### config.mk
export PLATFORM = sky130hd
export DESIGN_NAME = tdm_demux4
export DESIGN_NICKNAME = d
export VERILOG_FILES = /design/src/rtl/tdm_pkg.sv /design/src/rtl/demux1to4.sv /design/src/rtl/tdm_demux4.sv
export SDC_FILE = /design/constraint.sdc
export NUM_CORES = 1
export LEC_CHECK = 0
export ABC_AREA = 1
export CORE_MARGIN = 2
export CORE_UTILIZATION = 25
export DETAILED_ROUTE_END_ITERATION = 8
export GPL_TIMING_DRIVEN = 0
export SYNTH_ARGS = -nofsm -noshare
export SYNTH_HDL_FRONTEND = slang
export SYNTH_SLANG_ARGS = --single-unit
### constraint.sdc
create_clock -name clock -period 2.7 [get_ports clock]
set_clock_uncertainty 0.15 [all_clocks]
set_input_delay 0.405 -clock clock [delete_from_list [all_inputs] [get_ports clock]]
set_output_delay 0.405 -clock clock [all_outputs]
set_load 0.01 [all_outputs]
### src/rtl/tdm_pkg.sv
// rtl/tdm_pkg.sv - shared lane constants and types for the TDM demultiplexer
package tdm_pkg;
    localparam int NUM_LANES  = 4;
    localparam int LANE_SEL_W = 2;

    typedef logic [LANE_SEL_W-1:0] lane_sel_t;

    localparam logic MODE_AUTO   = 1'b0;
    localparam logic MODE_MANUAL = 1'b1;
endpackage

### src/rtl/demux1to4.sv
// rtl/demux1to4.sv - 2-bit select plus enable to one-hot lane write-enable
module demux1to4
    import tdm_pkg::*;
(
    input  lane_sel_t              sel_i,
    input  logic                   en_i,
    output logic [NUM_LANES-1:0]   we_o
);

    always_comb begin
        we_o = '0;
        if (en_i) begin
            we_o[sel_i] = 1'b1;
        end
    end

endmodule

### src/rtl/tdm_demux4.sv
// rtl/tdm_demux4.sv - four-lane word-serial demultiplexer with atomic frame publish
module tdm_demux4
    import tdm_pkg::*;
#(
    parameter int WIDTH = 8
) (
    input  logic                   clock,
    input  logic                   reset,
    input  logic [WIDTH-1:0]       din,
    input  logic                   din_valid,
    input  logic                   sync,
    input  logic                   sel_mode,
    input  logic [1:0]             sel,
    output logic [4*WIDTH-1:0]     dout,
    output logic                   frame_valid,
    output logic                   frame_err
);

    logic                   mode_q;
    lane_sel_t              slot_q, slot_d;
    logic [WIDTH-1:0]       shadow_q [NUM_LANES];
    logic [4*WIDTH-1:0]     dout_q, dout_d;
    logic                   frame_valid_q, frame_err_q;
    logic                   frame_err_d;

    logic                   auto_mode;
    logic                   mode_chg;
    lane_sel_t              eff_slot;
    lane_sel_t              auto_target;
    logic [NUM_LANES-1:0]   shadow_we;
    logic [NUM_LANES-1:0]   lane_we;
    logic                   complete;

    assign auto_mode   = (sel_mode == MODE_AUTO);
    assign mode_chg    = (sel_mode != mode_q);
    // A mode change restarts the frame, so the word on that cycle sees slot 0.
    assign eff_slot    = mode_chg ? lane_sel_t'(0) : slot_q;
    assign auto_target = sync ? lane_sel_t'(0) : eff_slot;
    assign complete    = shadow_we[NUM_LANES-1];

    demux1to4 u_shadow_demux (
        .sel_i (auto_target),
        .en_i  (din_valid & auto_mode),
        .we_o  (shadow_we)
    );

    demux1to4 u_lane_demux (
        .sel_i (lane_sel_t'(sel)),
        .en_i  (din_valid & ~auto_mode),
        .we_o  (lane_we)
    );

    always_comb begin
        slot_d = slot_q;
        if (!auto_mode) begin
            slot_d = '0;
        end else if (din_valid) begin
            slot_d = lane_sel_t'(auto_target + 2'd1);
        end else if (sync || mode_chg) begin
            slot_d = '0;
        end
    end

    assign frame_err_d = auto_mode & sync & (eff_slot != 2'd0);

    // Lane 3 publishes the whole frame at once; manual writes touch one lane.
    always_comb begin
        dout_d = dout_q;
        if (complete) begin
            dout_d = {din, shadow_q[2], shadow_q[1], shadow_q[0]};
        end else begin
            for (int i = 0; i < NUM_LANES; i++) begin
                if (lane_we[i]) begin
                    dout_d[i*WIDTH +: WIDTH] = din;
                end
            end
        end
    end

    always_ff @(posedge clock or posedge reset) begin
        if (reset) begin
            mode_q        <= MODE_AUTO;
            slot_q        <= '0;
            dout_q        <= '0;
            frame_valid_q <= 1'b0;
            frame_err_q   <= 1'b0;
            for (int i = 0; i < NUM_LANES; i++) begin
                shadow_q[i] <= '0;
            end
        end else begin
            mode_q        <= sel_mode;
            slot_q        <= slot_d;
            dout_q        <= dout_d;
            frame_valid_q <= complete;
            frame_err_q   <= frame_err_d;
            for (int i = 0; i < NUM_LANES; i++) begin
                if (shadow_we[i]) begin
                    shadow_q[i] <= din;
                end
            end
        end
    end

    assign dout        = dout_q;
    assign frame_valid = frame_valid_q;
    assign frame_err   = frame_err_q;

endmodule

==> impl_metrics.py <==
metrics = {
    "hold_path": {
        "hold_path.class": "input port to async pin",
    },
    "final_layout": {
        "seqCellArea_um2": 1530,
        "final_layout_size_suffix_gt1_share_pct": 16.0,
        "layout_commonest_cell": "sky130_fd_sc_hd__nand2_1",
        "antenna_cells": 0,
        "final_area_um2": 3640,
        "multi_input_comb_area_um2": 1060,
        "layout.cells.most_common_list": "sky130_fd_sc_hd__nand2_1, sky130_fd_sc_hd__nand3_1, sky130_fd_sc_hd__dfrtp_1, sky130_fd_sc_hd__clkdlybuf4s50_1, sky130_fd_sc_hd__clkbuf_8",
        "finalCoreUtilization_pct": 34.0,
        "flow.area_growth_from_synthesis_pct": 33.9,
        "layout.filler_cells": 1148,
        "final_nets": 368,
    },
    "sta": {
        "achievable-frequency_mhz": 484,
        "finalHoldViolCount": 0,
        "setup_viol_count_final": 0,
        "worstMarginPinSlew_ns": 0.424,
        "fin_setup_tns_ns": 0,
        "whs_ns": 0.225,
        "final_max_slew_viol_count": 0,
        "finalCriticalPeriod_ns": 2.07,
        "final_min_period_over_clock_period_pct": 76.5,
        "post-route-worst-setup-slack_ns": 0.635,
        "timing.slew.headroom_pct": 71.7,
        "grt_setup_unrepaired": "false",
    },
    "pwr": {
        "power_density_nw_per_um2": 721,
        "switching_share_pct": 24.8,
        "sequentialPowerShare_pct": 43.5,
        "peak_supply_drop_mv": 0.228,
        "total_leakage_power_nw": 1.72,
        "power.internal_w": 0.00197,
        "p_clk_share_pct": 38.5,
        "power.switching_w": 0.000650,
        "comb_power_share_pct": 18.0,
    },
    "placement": {
        "numPortBuffers": 48,
        "routability_congestion_estimate": 0.740,
        "placedInstanceArea_um2": 3390,
        "sum_of_net_half_perimeters_after_detailed_placement_um": 5050,
        "dp_slack_ns": 0.277,
    },
    "worst_setup_path": {
        "timing.rr.start": "mode_q$_DFF_PP0_",
        "worst_ep_required_time_ns": 2.77,
        "critical_path.startpoint": "sel_mode",
        "worst_setup_path_end_kind": "flop",
        "start_kind": "input port",
        "crit_fanout": 8,
        "crit_type": "input port to flop",
        "critical_path_data_arrival_time_ns": 2.14,
    },
    "global_routing": {
        "via_count_of_the_first_global_routing_pass": 2292,
        "grt_pass1_wl_um": 11700,
        "global_route.overflow_total": 0,
        "track_usage_pct": 13.3,
        "grt_max_degree": 44,
        "antenna_violations_before_repair": 0,
    },
    "routing": {
        "wire_per_inst_um": 14.1,
        "detailedRoute.firstIterationViolations": 94,
        "wl_met1_um": 3050,
        "ant_nets": 0,
        "route.detailed.vias_per_inst": 4.52,
        "total_iterations_of_the_first_detailed_routing_run": 5,
        "drt-total-wl_um": 7020,
        "top_layer": "met4",
        "routed-wl-met2_um": 3430,
        "dr_wl_met3_um": 427,
        "via_count": 2242,
        "remaining_drc_errors": 0,
    },
    "logic_synthesis": {
        "dominantRegCellSynth": "sky130_fd_sc_hd__dfrtp_1",
        "synth.net_count": 308,
        "synth_area_um2": 2720,
        "synth.area.mux_share_pct": 3.32,
        "synth-warning-count": 0,
        "ys_types": 21,
        "per_instance_average_area_after_synthesis_um2": 9.30,
        "number_of_synthesized_flops_with_an_enable_pin": 0,
        "post_synth_and_or_nand_nor_area_fraction_pct": 34.5,
        "synthesis.instances": 292,
        "post_synth_xor_area_fraction_pct": 0,
        "synth.ff_latch_count": 61,
        "synth_sequential_area_ratio_pct": 56.2,
        "synth_top_family_by_area": "simple AND/OR/NAND/NOR gates",
        "yosys.area_share.adder_pct": 0.461,
        "complex_gate_fraction_of_the_synthesized_area_pct": 0.691,
        "async_flop_share_pct": 100,
    },
    "floorplanning": {
        "floorplan.initialDensity_pct": 25.4,
        "fp.dieW_um": 108,
        "dieArea_um2": 11700,
        "die-height_um": 108,
        "core_area_um2": 10700,
        "io_pins": 49,
        "placementRows": 38,
    },
    "clocking": {
        "clock_sinks": 61,
        "hold_buffers": 0,
        "post_cts_resized": 0,
        "cts_made_buffers": 9,
        "clock_insertion_delay_worst_skew_ns": 0.34,
        "setup_fix_buffers_added_after_clock_tree_synthesis": 0,
        "cts_tree": "built",
        "ctsLongestPathBuffers": 2,
        "clock_tree.htree_level_count": 3,
        "clockRootBuffer": "sky130_fd_sc_hd__clkbuf_8",
        "worst_setup_hold_path_clk_slew_ns": 0.07,
    },
    "run_status": {
        "outcome": "complete, no violations",
    },
    "job": {
        "maxCapViolations": 0,
    },
}
power groups by stage:
stage	Combinational (W)	Sequential (W)	Clock, W
4_1_cts	0.000482	0.00115	0.00103
2_1_floorplan	0.000171	0.00118	0
3_5_place_dp	0.000479	0.00116	0
3_3_place_gp	0.000468	0.00116	0
6_report	0.000472	0.00114	0.00101
5_1_grt	0.000529	0.00116	0.00107
layout make-up:
class / count / share of cell area [%]
clock buffers: 11 / 4.16
flip-flops and latches: 61 / 42.0
clock inverters: 4 / 2.61
repair buffers: 49 / 13.8
inverters: 17 / 1.75
multi-input cells: 206 / 29.1
plain buffers: 8 / 1.86
well taps: 140 / 4.81
registers in the layout (all words and copies together) (netlist names):
signal and cells:
dout 32, shadow_q 24, slot_q 2, frame_err 1
frame_valid 1, mode_q 1
logic make-up after synthesis:
kind of cell             count (synthesis)
AO/OA/AOI/OAI                            3
multiplexers                             8
AND/OR/NAND/NOR                        194
flip-flops                              61
buffers and inverters                   25
adder cells (fa/ha/maj)                  1
layer usage:
| metal | vias up | global-route usage [%] |
|---|---|---|
| met2 | 52 | 21.4 |
| li1 | 1088 | - |
| met4 | 0 | 5.95 |
| met3 | 8 | 4.10 |
| met1 | 1094 | 16.4 |
| met5 | - | 0 |
cells in the mapped netlist, types with 2 or more instances:
| library cell | n | share of area, % |
|---|---|---|
| sky130_fd_sc_hd__nor2_4 | 3 | 1.2 |
| sky130_fd_sc_hd__nand2_1 | 94 | 13 |
| sky130_fd_sc_hd__nand2_2 | 6 | 1.4 |
| sky130_fd_sc_hd__nand3_1 | 82 | 15 |
| sky130_fd_sc_hd__mux2_2 | 8 | 3.3 |
| sky130_fd_sc_hd__buf_6 | 4 | 1.7 |
| sky130_fd_sc_hd__buf_2 | 3 | 0.55 |
| sky130_fd_sc_hd__nor3_4 | 3 | 1.8 |
| sky130_fd_sc_hd__inv_1 | 10 | 1.4 |
| sky130_fd_sc_hd__dfrtp_1 | 61 | 56 |
| sky130_fd_sc_hd__nand3_2 | 2 | 0.74 |
| sky130_fd_sc_hd__inv_2 | 7 | 0.97 |
through the flow:
| step | instances | total power, W |
|---|---|---|
| 2_1_floorplan | 292 | 0.00135 |
| 3_3_place_gp | 480 | 0.00163 |
| 3_5_place_dp | 481 | 0.00164 |
| 4_1_cts | 496 | 0.00266 |
| 5_1_grt | 496 | 0.00276 |
| 6_report | 496 | 0.00262 |
path summary, 6_finish.rpt:
check	to	slack (ns)	cells past startpoint
max in group asynchronous	dout[0]$_DFFE_PP0P_	1.60	3
min	dout[16]$_DFFE_PP0P_	0.22	2
max reg2reg	shadow_q[23]$_DFFE_PP0P_	0.82	7
max	shadow_q[23]$_DFFE_PP0P_	0.63	8
min reg2reg	shadow_q[9]$_DFFE_PP0P_	0.33	2
min in group clock	shadow_q[9]$_DFFE_PP0P_	0.33	2
critical path, cell delays in order:
cell	delay, ns
sky130_fd_sc_hd__clkdlybuf4s50_1	0.50
sky130_fd_sc_hd__inv_2	0.13
sky130_fd_sc_hd__nand2_1	0.09
sky130_fd_sc_hd__nand2_2	0.10
sky130_fd_sc_hd__nand3_2	0.13
sky130_fd_sc_hd__ha_1	0.24
sky130_fd_sc_hd__nand2_2	0.18
sky130_fd_sc_hd__mux2_2	0.36
No activity file was read; power rests on OpenSTA's default activity.
==> edit: new RTL, same settings <==
Take the reset off `dout_q` and load it in a clocked block of its own.
--- a/src/rtl/tdm_demux4.sv
+++ b/src/rtl/tdm_demux4.sv
@@ -81,7 +81,6 @@
         if (reset) begin
             mode_q        <= MODE_AUTO;
             slot_q        <= '0;
-            dout_q        <= '0;
             frame_valid_q <= 1'b0;
             frame_err_q   <= 1'b0;
             for (int i = 0; i < NUM_LANES; i++) begin
@@ -90,7 +89,6 @@
         end else begin
             mode_q        <= sel_mode;
             slot_q        <= slot_d;
-            dout_q        <= dout_d;
             frame_valid_q <= complete;
             frame_err_q   <= frame_err_d;
             for (int i = 0; i < NUM_LANES; i++) begin
@@ -101,6 +99,10 @@
         end
     end
 
+    always_ff @(posedge clock) begin
+        dout_q <= dout_d;
+    end
+
     assign dout        = dout_q;
     assign frame_valid = frame_valid_q;
     assign frame_err   = frame_err_q;
Check against the original RTL: not equivalent (a bounded check fails within 4 cycles, from zero or initial values and one cycle with reset high).
==> edit against the original RTL <==
Register-to-register slack worse by 0.22 ns; cell count down 13%; critical endpoint is now dout[20]; design area shrank 9.8%; sequential cell count is the same; utilization fell by 0.11 points; non-clock buffer count decreased by 1; wire length is 18% lower; first-iteration DRC count down 24%; fmax decreased by 18%; setup slack lost 0.45 ns; synthesized area is 9.4% lower; synthesized cell count is 20% lower.
Power is not compared: it rests on default switching activity, and its combinational part moved more than twofold at a synthesized area within 25%.
==> edit: results (changes against the original RTL) <==
metric,value,unit,change
synth_seq_area_share,68.50,%,was 56.20%
crit_path_max_incr_delay,0.89,ns,was 0.50 ns
vias,1828,,was 2242
drive_gt1_share,10.33,%,was 16.01%
crit-reg2reg-capture,shadow_q[16],,was shadow_q[23]
synth-edff-count,32,,was 0
grt_pass1_wl,9094,µm,was 11740 µm
placed_area,3109,µm²,was 3392 µm²
final_net_count,311,,was 368
worst-r2r-setup-slack,0.60,ns,was 0.82 ns
number_of_drc_markers_in_iteration_0,71,,was 94
groute.usage.overall,11.92,%,was 13.30%
critical-path-top-delay-family,compound AO/OA/AOI/OAI gates,,was buffers and inverters
asyncSetResetFlopFracSynth,47.54,%,was 100.0%
outcome,finished clean,,unchanged
ys_dominant_reg_cell,sky130_fd_sc_hd__edfxtp_1,,was sky130_fd_sc_hd__dfrtp_1
place.gp.congestion,0.8425,,was 0.7402
synth.top_cells.by_count,"113 x sky130_fd_sc_hd__nand2_1, 32 x sky130_fd_sc_hd__edfxtp_1, 29 x sky130_fd_sc_hd__dfrtp_1, 20 x sky130_fd_sc_hd__nand3_1, 11 x sky130_fd_sc_hd__o21ai_0",,"was 94 x sky130_fd_sc_hd__nand2_1, 82 x sky130_fd_sc_hd__nand3_1, 61 x sky130_fd_sc_hd__dfrtp_1, 10 x sky130_fd_sc_hd__inv_1, 8 x sky130_fd_sc_hd__mux2_2"
wirelength_per_cell,13.22,µm,was 14.15 µm
cpMaxStageDelayCell,sky130_fd_sc_hd__o21ai_0,,was sky130_fd_sc_hd__clkdlybuf4s50_1
worst_hold_path_type,flip-flop to flip-flop,,was input pin to asynchronous set/reset pin
worst_ep_arrival_time,2.32,ns,was 2.14 ns
largest_net_degree_at_the_start_of_global_routing,30,,was 44
reg2reg_depth,10,,was 7
synthTopCellsByArea,"sky130_fd_sc_hd__edfxtp_1 39%, sky130_fd_sc_hd__dfrtp_1 29%, sky130_fd_sc_hd__nand2_1 17%, sky130_fd_sc_hd__nand3_1 4.1%, sky130_fd_sc_hd__o21ai_0 2.2%",,"was sky130_fd_sc_hd__dfrtp_1 56%, sky130_fd_sc_hd__nand3_1 15%, sky130_fd_sc_hd__nand2_1 13%, sky130_fd_sc_hd__mux2_2 3.3%, sky130_fd_sc_hd__nor3_4 1.8%"
maxSlewHeadroom,22.48,%,was 71.69%
dpl.hpwl,4152,µm,was 5054 µm
-- edit: metal layers --
metal	GRT usage (%)	up-vias	part of all wire, %
met5	0	-	0
met4	5.263	0	2.4
met3	5.578	14	7.2
met2	19.73	70	49
met1	13.14	851	41
li1	-	893	-
-- edit: timing repair --
| item | in CTS | in global routing |
|---|---|---|
| endpoints found under the setup margin | 0 | 1 |
| resized for setup | 0 | 1 |
| setup buffers | 0 | 0 |
-- edit: power groups by stage --
stage	sequential [mW]	combinational, mW	clock (mW)
floorplan	1.09	0.0810	0
global placement	1.09	0.155	0
detailed placement	1.09	0.160	0
CTS	1.07	0.161	0.704
global route	1.08	0.182	0.744
finish	1.07	0.159	0.680
-- edit: worst max-delay path by stage --
stage	cells after the start	slack, ns	start	endpoint
final	4	0.19	sel_mode	dout[20]
after detailed placement	4	-0.32	sel_mode	dout[3]
after global placement	4	-0.28	sel_mode	dout[3]
after CTS	4	0.05	sel_mode	dout[5]
after global routing	4	0.02	sel_mode	dout[20]
after floorplan	3	0.81	sel_mode	dout[0]
-- edit: kinds of logic (layout without fill, tap and decap cells) --
group                    Yosys count  count (layout)  share of synthesized area (%)
adder cells (fa/ha/maj)            1               1                         0.5080
buffers and inverters             19              84                          4.065
AND/OR/NAND/NOR                  141             141                          24.04
flip-flops                        61              61                          68.50
AO/OA/AOI/OAI                     13              13                          2.896
-- edit: layout make-up --
cell class,count,area (µm²)
Tap cell,133,166.4
Clock inverter,7,42.54
Timing Repair Buffer,49,485.5
Inverter,12,45.04
Multi-Input combinational cell,155,678.2
Clock buffer,9,123.9
Fill cell,989,6401
Sequential cell,61,1687
Buffer,7,55.05
-- edit: tightest hold or removal path: cells and delay by family, from the launching register on --
family	cells	cell delay [ns]
flip-flops	1	0.34
AND/OR/NAND/NOR	2	0.10
-- edit: through the flow --
stage / utilization [%] / hold slack [ns] / instances / TNS [ns] / setup WS [ns]
CTS: 33.82 / 0.3258 / 432 / 0 / 0.05362
floorplan: - / 0.2864 / 235 / 0 / 0.8131
global placement: 32.11 / 0.3058 / 416 / -3.637 / -0.2849
finish: 33.90 / 0.3230 / 433 / 0 / 0.1890
detailed placement: 32.11 / 0.3087 / 416 / -4.818 / -0.3225
global route: 33.90 / 0.3415 / 433 / 0 / 0.01501
